==> src/rtl/openflow_reg_ring_master.sv <==
// Register-ring master: round-robin arbitration, one transaction in flight on the switch ring.
// Define REG_RING_STATS_EN to add saturating ok/miss/timeout/stray event counters.
`ifndef SWITCH_REG_CTRL_WIDTH
`define SWITCH_REG_CTRL_WIDTH 8
`endif
`ifndef SWITCH_REG_WRITE_BUS_WIDTH
`define SWITCH_REG_WRITE_BUS_WIDTH 32
`endif
`ifndef SWITCH_REG_READ_BUS_WIDTH
`define SWITCH_REG_READ_BUS_WIDTH 32
`endif

module openflow_reg_ring_master #(
    parameter int unsigned NUM_REQ = 2,
    parameter int unsigned TIMEOUT = 255,
    parameter logic [`SWITCH_REG_READ_BUS_WIDTH-1:0] TIMEOUT_RESULT = 'hdead_0000,
    parameter logic [`SWITCH_REG_READ_BUS_WIDTH-1:0] MISS_RESULT = 'hdead_0001
) (
    input  logic                                           clk_i,
    input  logic                                           rst_ni,
    input  logic [NUM_REQ-1:0]                             req_vld_i,
    input  logic [NUM_REQ*`SWITCH_REG_CTRL_WIDTH-1:0]      req_ctrl_i,
    input  logic [NUM_REQ*`SWITCH_REG_WRITE_BUS_WIDTH-1:0] req_wr_data_i,
    output logic [NUM_REQ-1:0]                             req_rdy_o,
    output logic [NUM_REQ-1:0]                             rsp_vld_o,
    output logic [`SWITCH_REG_READ_BUS_WIDTH-1:0]          rsp_rd_data_o,
    output logic [1:0]                                     rsp_status_o,
    output logic [`SWITCH_REG_WRITE_BUS_WIDTH-1:0]         ring_out_wr_data_bus_o,
    output logic [`SWITCH_REG_CTRL_WIDTH-1:0]              ring_out_ctrl_o,
    output logic                                           ring_out_vld_o,
    output logic [`SWITCH_REG_READ_BUS_WIDTH-1:0]          ring_out_rd_data_bus_o,
    output logic                                           ring_out_ack_o,
`ifdef REG_RING_STATS_EN
    output logic [31:0]                                    stat_ok_o,
    output logic [31:0]                                    stat_miss_o,
    output logic [31:0]                                    stat_timeout_o,
    output logic [31:0]                                    stat_stray_o,
`endif
    input  logic [`SWITCH_REG_WRITE_BUS_WIDTH-1:0]         ring_in_wr_data_bus_i,
    input  logic [`SWITCH_REG_CTRL_WIDTH-1:0]              ring_in_ctrl_i,
    input  logic                                           ring_in_vld_i,
    input  logic [`SWITCH_REG_READ_BUS_WIDTH-1:0]          ring_in_rd_data_bus_i,
    input  logic                                           ring_in_ack_i
);
    localparam int unsigned CW = `SWITCH_REG_CTRL_WIDTH;
    localparam int unsigned WW = `SWITCH_REG_WRITE_BUS_WIDTH;
    localparam int unsigned RW = `SWITCH_REG_READ_BUS_WIDTH;
    localparam int unsigned GW = (NUM_REQ > 1) ? $clog2(NUM_REQ) : 1;

    typedef enum logic [1:0] {StIdle, StIssue, StWait, StResp} state_e;

    state_e              state_q, state_d;
    logic [GW-1:0]       last_grant_q, last_grant_d, grant_q, grant_d;
    logic [CW-1:0]       ctrl_q, ctrl_d, out_ctrl_q, out_ctrl_d;
    logic [WW-1:0]       wdata_q, wdata_d, out_wdata_q, out_wdata_d;
    logic [8:0]          count_q, count_d;
    logic                out_vld_q, out_vld_d;
    logic [NUM_REQ-1:0]  rsp_vld_q, rsp_vld_d, req_rdy;
    logic [RW-1:0]       rsp_data_q, rsp_data_d;
    logic [1:0]          rsp_status_q, rsp_status_d;
    logic                grant_any;
    logic [GW-1:0]       grant_idx;
    logic [CW-1:0]       sel_ctrl;
    logic [WW-1:0]       sel_wdata;
    logic                tail_busy, id_match;
    logic                ev_ok, ev_miss, ev_timeout, ev_stray;
    logic                unused_ring_in;

    // Ctrl layout: bit 0 is RD_WR_L, the remaining bits carry the switch ID.
    assign unused_ring_in = ^{ring_in_wr_data_bus_i, ring_in_ctrl_i[0]};
    assign tail_busy      = ring_in_vld_i | ring_in_ack_i;
    assign id_match       = (ring_in_ctrl_i[CW-1:1] == ctrl_q[CW-1:1]);

    always_comb begin
        logic [GW-1:0] cand;
        cand      = '0;
        grant_any = 1'b0;
        grant_idx = '0;
        for (int unsigned i = 1; i <= NUM_REQ; i++) begin
            cand = GW'((32'(last_grant_q) + i) % NUM_REQ);
            if (!grant_any && req_vld_i[cand]) begin
                grant_any = 1'b1;
                grant_idx = cand;
            end
        end
    end

    assign sel_ctrl  = req_ctrl_i[32'(grant_idx)*CW +: CW];
    assign sel_wdata = req_wr_data_i[32'(grant_idx)*WW +: WW];

    always_comb begin
        state_d      = state_q;
        last_grant_d = last_grant_q;
        grant_d      = grant_q;
        ctrl_d       = ctrl_q;
        wdata_d      = wdata_q;
        count_d      = count_q;
        out_vld_d    = 1'b0;
        out_ctrl_d   = '0;
        out_wdata_d  = '0;
        rsp_vld_d    = '0;
        rsp_data_d   = rsp_data_q;
        rsp_status_d = rsp_status_q;
        req_rdy      = '0;
        ev_ok        = 1'b0;
        ev_miss      = 1'b0;
        ev_timeout   = 1'b0;
        ev_stray     = 1'b0;
        unique case (state_q)
            StIdle: begin
                ev_stray = tail_busy;
                if (grant_any) begin
                    req_rdy[grant_idx] = 1'b1;
                    grant_d      = grant_idx;
                    last_grant_d = grant_idx;
                    ctrl_d       = sel_ctrl;
                    wdata_d      = sel_wdata;
                    out_vld_d    = 1'b1;
                    out_ctrl_d   = sel_ctrl;
                    out_wdata_d  = sel_wdata;
                    state_d      = StIssue;
                end
            end
            StIssue: begin
                ev_stray = tail_busy;
                count_d  = 9'(TIMEOUT);
                state_d  = StWait;
            end
            StWait: begin
                count_d = count_q - 9'd1;
                if (ring_in_ack_i && id_match) begin
                    ev_ok        = 1'b1;
                    rsp_data_d   = ring_in_rd_data_bus_i;
                    rsp_status_d = 2'b00;
                end else if (ring_in_vld_i && id_match) begin
                    ev_miss      = 1'b1;
                    rsp_data_d   = MISS_RESULT;
                    rsp_status_d = 2'b01;
                end else begin
                    ev_stray = tail_busy;
                    // Writes are posted: silence until the window closes means a node claimed it.
                    if (count_q == '0) begin
                        ev_timeout   = ctrl_q[0];
                        ev_ok        = ~ctrl_q[0];
                        rsp_data_d   = ctrl_q[0] ? TIMEOUT_RESULT : '0;
                        rsp_status_d = ctrl_q[0] ? 2'b10 : 2'b00;
                    end
                end
                if (ev_ok || ev_miss || ev_timeout) begin
                    rsp_vld_d[grant_q] = 1'b1;
                    state_d            = StResp;
                end
            end
            StResp: begin
                ev_stray = tail_busy;
                state_d  = StIdle;
            end
            default: state_d = StIdle;
        endcase
    end

    always_ff @(posedge clk_i or negedge rst_ni) begin
        if (!rst_ni) begin
            state_q      <= StIdle;
            last_grant_q <= GW'(NUM_REQ - 1);
            grant_q      <= '0;
            ctrl_q       <= '0;
            wdata_q      <= '0;
            count_q      <= '0;
            out_vld_q    <= 1'b0;
            out_ctrl_q   <= '0;
            out_wdata_q  <= '0;
            rsp_vld_q    <= '0;
            rsp_data_q   <= '0;
            rsp_status_q <= '0;
        end else begin
            state_q      <= state_d;
            last_grant_q <= last_grant_d;
            grant_q      <= grant_d;
            ctrl_q       <= ctrl_d;
            wdata_q      <= wdata_d;
            count_q      <= count_d;
            out_vld_q    <= out_vld_d;
            out_ctrl_q   <= out_ctrl_d;
            out_wdata_q  <= out_wdata_d;
            rsp_vld_q    <= rsp_vld_d;
            rsp_data_q   <= rsp_data_d;
            rsp_status_q <= rsp_status_d;
        end
    end

    // Accept is combinational, so it is gated by reset to keep it low while reset is held.
    assign req_rdy_o              = req_rdy & {NUM_REQ{rst_ni}};
    assign rsp_vld_o              = rsp_vld_q;
    assign rsp_rd_data_o          = rsp_data_q;
    assign rsp_status_o           = rsp_status_q;
    assign ring_out_vld_o         = out_vld_q;
    assign ring_out_ctrl_o        = out_ctrl_q;
    assign ring_out_wr_data_bus_o = out_wdata_q;
    assign ring_out_rd_data_bus_o = '0;
    assign ring_out_ack_o         = 1'b0;

`ifdef REG_RING_STATS_EN
    logic [31:0] stat_ok_q, stat_miss_q, stat_timeout_q, stat_stray_q;

    always_ff @(posedge clk_i or negedge rst_ni) begin
        if (!rst_ni) begin
            stat_ok_q      <= '0;
            stat_miss_q    <= '0;
            stat_timeout_q <= '0;
            stat_stray_q   <= '0;
        end else begin
            if (ev_ok && stat_ok_q != '1) stat_ok_q <= stat_ok_q + 32'd1;
            if (ev_miss && stat_miss_q != '1) stat_miss_q <= stat_miss_q + 32'd1;
            if (ev_timeout && stat_timeout_q != '1) stat_timeout_q <= stat_timeout_q + 32'd1;
            if (ev_stray && stat_stray_q != '1) stat_stray_q <= stat_stray_q + 32'd1;
        end
    end

    assign stat_ok_o      = stat_ok_q;
    assign stat_miss_o    = stat_miss_q;
    assign stat_timeout_o = stat_timeout_q;
    assign stat_stray_o   = stat_stray_q;
`else
    logic unused_events;
    assign unused_events = ^{ev_ok, ev_miss, ev_timeout, ev_stray};
`endif

endmodule

==> config.mk <==
export PLATFORM = sky130hd
export DESIGN_NAME = openflow_reg_ring_master
export DESIGN_NICKNAME = d
export VERILOG_FILES = /design/src/rtl/openflow_reg_ring_master.sv
export SDC_FILE = /design/constraint.sdc
export NUM_CORES = 1
export LEC_CHECK = 0
export BUFFER_PORTS_ARGS = -buffer_cell sky130_fd_sc_hd__buf_2
export CAP_MARGIN = 0
export CORE_MARGIN = 2
export CORE_UTILIZATION = 38
export DETAILED_ROUTE_END_ITERATION = 7
export PLACE_DENSITY = 0.76
export SLEW_MARGIN = 20
export SYNTH_ARGS = -nofsm -noshare
export SYNTH_HDL_FRONTEND = slang
export SYNTH_SLANG_ARGS = --single-unit
export TNS_END_PERCENT = 10
==> constraint.sdc <==
create_clock -name clk_i -period 1.75 [get_ports clk_i]
set_input_delay 0.0875 -clock clk_i [delete_from_list [all_inputs] [get_ports clk_i]]
set_output_delay 0.0875 -clock clk_i [all_outputs]
set_load 0.005 [all_outputs]
==> results by stage <==
Placed design:
- The wire-length estimate of the detail-placed layout is 8160 µm.
- The congestion estimate from routability-driven global placement came to approximately 0.77.
- In this run the tool buffered the top-level ports with 203 buffer cells.
- The placed instances occupy a cell area of around 0.0054 mm².

Timing:
- Headroom to the max-slew limit came out at between 40% and 50%.
- The upper clock frequency limit is 0.568 GHz.
- The post-route fraction of the period consumed by the critical path is 101%.
- On the final layout, the worst clock skew is just over 0.01 ns.
- The setup slack of the critical path after layout is -0.00981 ns.
- Setup violations remaining at the end of the flow were counted as 1.
- The number of slew-limit violations in the final report is 0.
- The total negative setup slack is -0.00981 ns.
- The hold violation count in the final report is 0.
- The minimum clock period is roughly 1.8 ns.
- The transition time at the pin with the least slew margin is 0.839 ns.
- Setup repair after global routing could not meet its margin everywhere.

GRT:
- Entering global routing, the biggest net connects 70 pins.
- The global-route wire length before repair is 19400 µm.
- The met3 track demand over resource is 5.74%.
- The initial antenna violation count came to 0.
- Global routing consumed, over all layers together, 21.5% of the routing resources.
- In this run the most used layer during global routing was met2.
- For this run the aggregate overflow at the end of global routing stands at 0.
- For this run, global-route usage on met2 was measured as 37.4%.
- The via count of the first global-routing pass is ~3900.
- Global routing consumed, on the met1 layer, approximately a quarter of the routing resources.

Floorplan:
- The total core area is around 0.011 mm².
- For this configuration, the core starts out at a cell density of between 30% and 40%.
- The die covers 0.0119 mm².
- From bottom edge to top edge, the die measures approximately 110 µm.
- The number of standard-cell rows in the floorplan is 38.
- The total I/O pin count is 270.
- The width of the die is 109 µm.

CTS:
- The number of clock buffers added by TritonCTS is 9.
- The clock sink total is 98.
- The clock-pin transition on the worst setup and hold timing paths is 0.09 ns.
- TritonCTS built the clock tree.
- The root buffer selected by CTS is sky130_fd_sc_hd__clkbuf_8.
- For the worst-skew pair, the clock arrives at the later sink with an insertion delay of 0.36 ns.
- The H-tree depth is 3.
- The clock passes through at most 2 buffers.

Drt:
- In this run the remaining antenna-violating nets after routing total 0.
- In the final routed layout, each cell accounts on average for around 16 µm.
- For this run, the detailed router's first-pass iteration total came to 6.
- After detailed routing, the number of remaining DRC violations is 0.
- The violation count after the first detailed-route iteration is 150.
- The total via count after detailed routing is 3856.
- The post-detailed-route via-to-cell ratio is 4.80.
- After detailed routing, the total wire length is roughly 13000 µm.

Synthesis:
- After synthesis, the mean cell area works out to about 13 µm².
- The proportion of netlist area held by the largest area contributor is 57.9%.
- The share of synthesized registers carrying an async set or reset is between 90% and 100%.
- By area the synthesized netlist is led by sky130_fd_sc_hd__dfrtp_1 (58%), sky130_fd_sc_hd__a22o_1 (11%), sky130_fd_sc_hd__buf_4 (6.4%), sky130_fd_sc_hd__mux2i_1 (2.9%), sky130_fd_sc_hd__o221a_1 (2.7%).
- After technology mapping, the gate count stands at 333.
- The cell taking the most area after synthesis is sky130_fd_sc_hd__dfrtp_1.
- The netlist uses 44 different library cells.
- The Yosys step of the flow raised 0 warnings.
- The cell area that synthesis handed to floorplanning was 0.00419 mm².
- The most used flip-flop cell after synthesis is sky130_fd_sc_hd__dfrtp_1.
- The number of enable flip-flop cells after synthesis is 0.
- The sequential-to-total area share from yosys stat is 58.5%.
- The flip-flop and latch count after synthesis is 98.

Worst setup path:
- Across all register-to-register paths, the minimum setup slack is -0.01 ns.
- The signal on the critical path passes through xor2_1, nor4_1, buf_4, a21oi_2, buf_12, a22o_1.
- For this design, the slowest cell found on the critical path is sky130_fd_sc_hd__dfrtp_1.
- The data arrival time of the critical path is 2.00 ns.
- The type of the worst setup path is reg -> reg.
- The critical path endpoint category is a register.
- The worst register-to-register path ends at rsp_rd_data_o[11].
- In this run the worst path has a maximum fanout of 21.
- For the worst setup path, the data required time is between 1.5 and 2 ns.
- For this run, the slowest stage of the critical path takes 0.40 ns.
- In this run the critical register-to-register path is launched from ctrl_q[3].
- The startpoint kind of the worst setup timing path is a register.
- The number of cells traversed by the worst register-to-register path is 6.

Job:
- The tool flagged a number of max-cap violations equal to 0.

Cells and area:
- 0 antenna diodes ended up in the layout.
- The fraction of final layout cells sized beyond drive strength 1 is 41.2%.
- From synthesis to final layout, the design area changed by 60.6%.
- After routing the design area is 0.00673 mm².
- The final layout net count is 820.

Run status:
- The flow ran to the end, but the final reports show violations.
- The final reports fail on negative setup slack.

Hold path:
- The min-delay analysis places its worst path in the category in -> reg.
- The source of the worst hold timing path is req_ctrl_i[10].
- The endpoint of the worst hold path is ring_out_ctrl_o[2].
- The count of cells along the worst hold path is 3.

Pwr:
- The total power divided by cell area is ~1100 mW/mm².
- The analysis attributes to cell leakage a power of 3.58 nW.
- VDD sags by at most 0.574 mV.
metal layers:
layer	part of all wire (%)	vias to the layer above	wire, µm
met5	0	-	0
met4	1.8	0	229
met3	6.7	19	875
met2	51	169	6690
met1	40	1865	5220
li1	-	1803	-
state kept, by name (all words and copies together), names as in the netlist:
register and flops:
count_q 9, ring_out_wr_data_bus_o 32, rsp_rd_data_o 32, ring_out_ctrl_o 8, rsp_status_o 2, grant_q 1, ctrl_q 8, last_grant_q 1
ring_out_vld_o 1, state_q 2, rsp_vld_o 2
worst max path at each step:
stage               start                end  slack (ns)  depth (start not counted)
4_1_cts        count_q[0]  rsp_rd_data_o[26]       0.004                          7
6_report        ctrl_q[3]  rsp_rd_data_o[11]       -0.01                          6
2_1_floorplan  state_q[0]  rsp_rd_data_o[13]        0.03                          7
3_3_place_gp   count_q[0]  rsp_rd_data_o[26]       -0.03                          7
5_1_grt        count_q[0]  rsp_rd_data_o[26]       -0.10                          7
3_5_place_dp   count_q[0]  rsp_rd_data_o[26]       -0.08                          7
cells by family (layout without fill, tap and decap cells):
group | after synthesis | after routing | share of synthesized area [%]
AO/OA/AOI/OAI | 97 | 97 | 19.3
XOR/XNOR | 8 | 8 | 1.67
multiplexers | 12 | 12 | 2.87
buffers and inverters | 60 | 358 | 9.22
other | 1 | 33 | 0.0895
adder cells (fa/ha/maj) | 3 | 3 | 0.896
AND/OR/NAND/NOR | 54 | 54 | 7.40
flip-flops | 98 | 98 | 58.5
power breakdown:
group          switching [W]  leakage [nW]  internal (W)
Sequential          0.000277          1.27       0.00286
Clock               0.000753        0.0877      0.000693
Combinational        0.00137          2.21       0.00151
Total                0.00240          3.58       0.00507
cells in the mapped netlist (all sizes together), types with 2 or more instances:
master	number
clkbuf	11
nor2b	2
inv	8
a21oi	8
o21ai	5
mux2i	12
nand4	2
buf	41
a22oi	2
ha	3
nand2	6
nor4b	2
a22o	51
nor2	20
dfrtp	97
a21o	12
o221a	11
xor2	7
and2	3
nor4	5
and3	4
nor3b	2
nand3	4
critical path: cells and delay by family, from the launching register on:
kind | cells | cell delay [ns]
AOI/OAI and AO/OA | 2 | 0.32
xor gates and xnor gates | 1 | 0.22
buffers and inverters | 2 | 0.36
DFF | 1 | 0.40
and+or+nand+nor | 1 | 0.35
per-stage QoR:
| stage | setup WS, ns | cells | util [%] | hold WS (ns) | power, W |
|---|---|---|---|---|---|
| 2_1_floorplan | 0.0298 | 365 | - | -0.208 | 0.00452 |
| 3_3_place_gp | -0.0343 | 683 | 50.2 | 0.149 | 0.00559 |
| 3_5_place_dp | -0.0761 | 683 | 50.2 | 0.157 | 0.00569 |
| 4_1_cts | 0.00371 | 797 | 61.4 | 0.000580 | 0.00737 |
| 5_1_grt | -0.103 | 803 | 62.4 | 0.0105 | 0.00797 |
| 6_report | -0.00981 | 803 | 62.4 | 0.0199 | 0.00746 |
layout by cell type, fill, tap and decap left out, types with 2 or more instances in the layout:
master | Yosys | layout
sky130_fd_sc_hd__conb_1 | 1 | 33
sky130_fd_sc_hd__nand2_1 | 6 | 6
sky130_fd_sc_hd__o21ai_0 | 5 | 3
sky130_fd_sc_hd__buf_4 | 36 | 28
sky130_fd_sc_hd__inv_1 | 8 | 5
sky130_fd_sc_hd__clkinvlp_4 | 0 | 3
sky130_fd_sc_hd__a22o_1 | 51 | 51
sky130_fd_sc_hd__nand3_1 | 4 | 3
sky130_fd_sc_hd__nand4_1 | 2 | 2
sky130_fd_sc_hd__nor2_1 | 20 | 19
sky130_fd_sc_hd__buf_2 | 3 | 202
sky130_fd_sc_hd__a22oi_1 | 2 | 2
sky130_fd_sc_hd__nor4_4 | 2 | 2
sky130_fd_sc_hd__dfrtp_1 | 97 | 97
sky130_fd_sc_hd__xor2_1 | 7 | 7
sky130_fd_sc_hd__and2_1 | 3 | 3
sky130_fd_sc_hd__mux2i_1 | 12 | 12
sky130_fd_sc_hd__inv_2 | 0 | 3
sky130_fd_sc_hd__a21o_1 | 10 | 10
sky130_fd_sc_hd__buf_6 | 0 | 2
sky130_fd_sc_hd__and3_1 | 4 | 3
sky130_fd_sc_hd__dlygate4sd3_1 | 0 | 99
sky130_fd_sc_hd__clkbuf_8 | 0 | 10
sky130_fd_sc_hd__nor4_1 | 3 | 2
sky130_fd_sc_hd__buf_12 | 0 | 4
sky130_fd_sc_hd__ha_4 | 0 | 2
sky130_fd_sc_hd__nor2b_1 | 2 | 2
sky130_fd_sc_hd__o221a_1 | 10 | 10
sky130_fd_sc_hd__a21oi_1 | 7 | 7
layout make-up:
| class | count | area (µm²) |
|---|---|---|
| Clock buffer | 11 | 141 |
| Multi-Input combinational cell | 207 | 1560 |
| Fill cell | 827 | 4060 |
| Tap cell | 140 | 175 |
| Inverter | 8 | 30.0 |
| Clock inverter | 4 | 52.6 |
| Sequential cell | 98 | 2450 |
| Timing Repair Buffer | 335 | 2310 |
what timing repair did:
action                     4_1_cts  5_1_grt
gates resized for setup          8       12
setup buffers                    1        5
setup endpoints to repair       33       38
hold endpoints to repair       159        1
pin swaps                        3       19
hold buffers                    98        1
No activity file was read; power rests on OpenSTA's default activity.
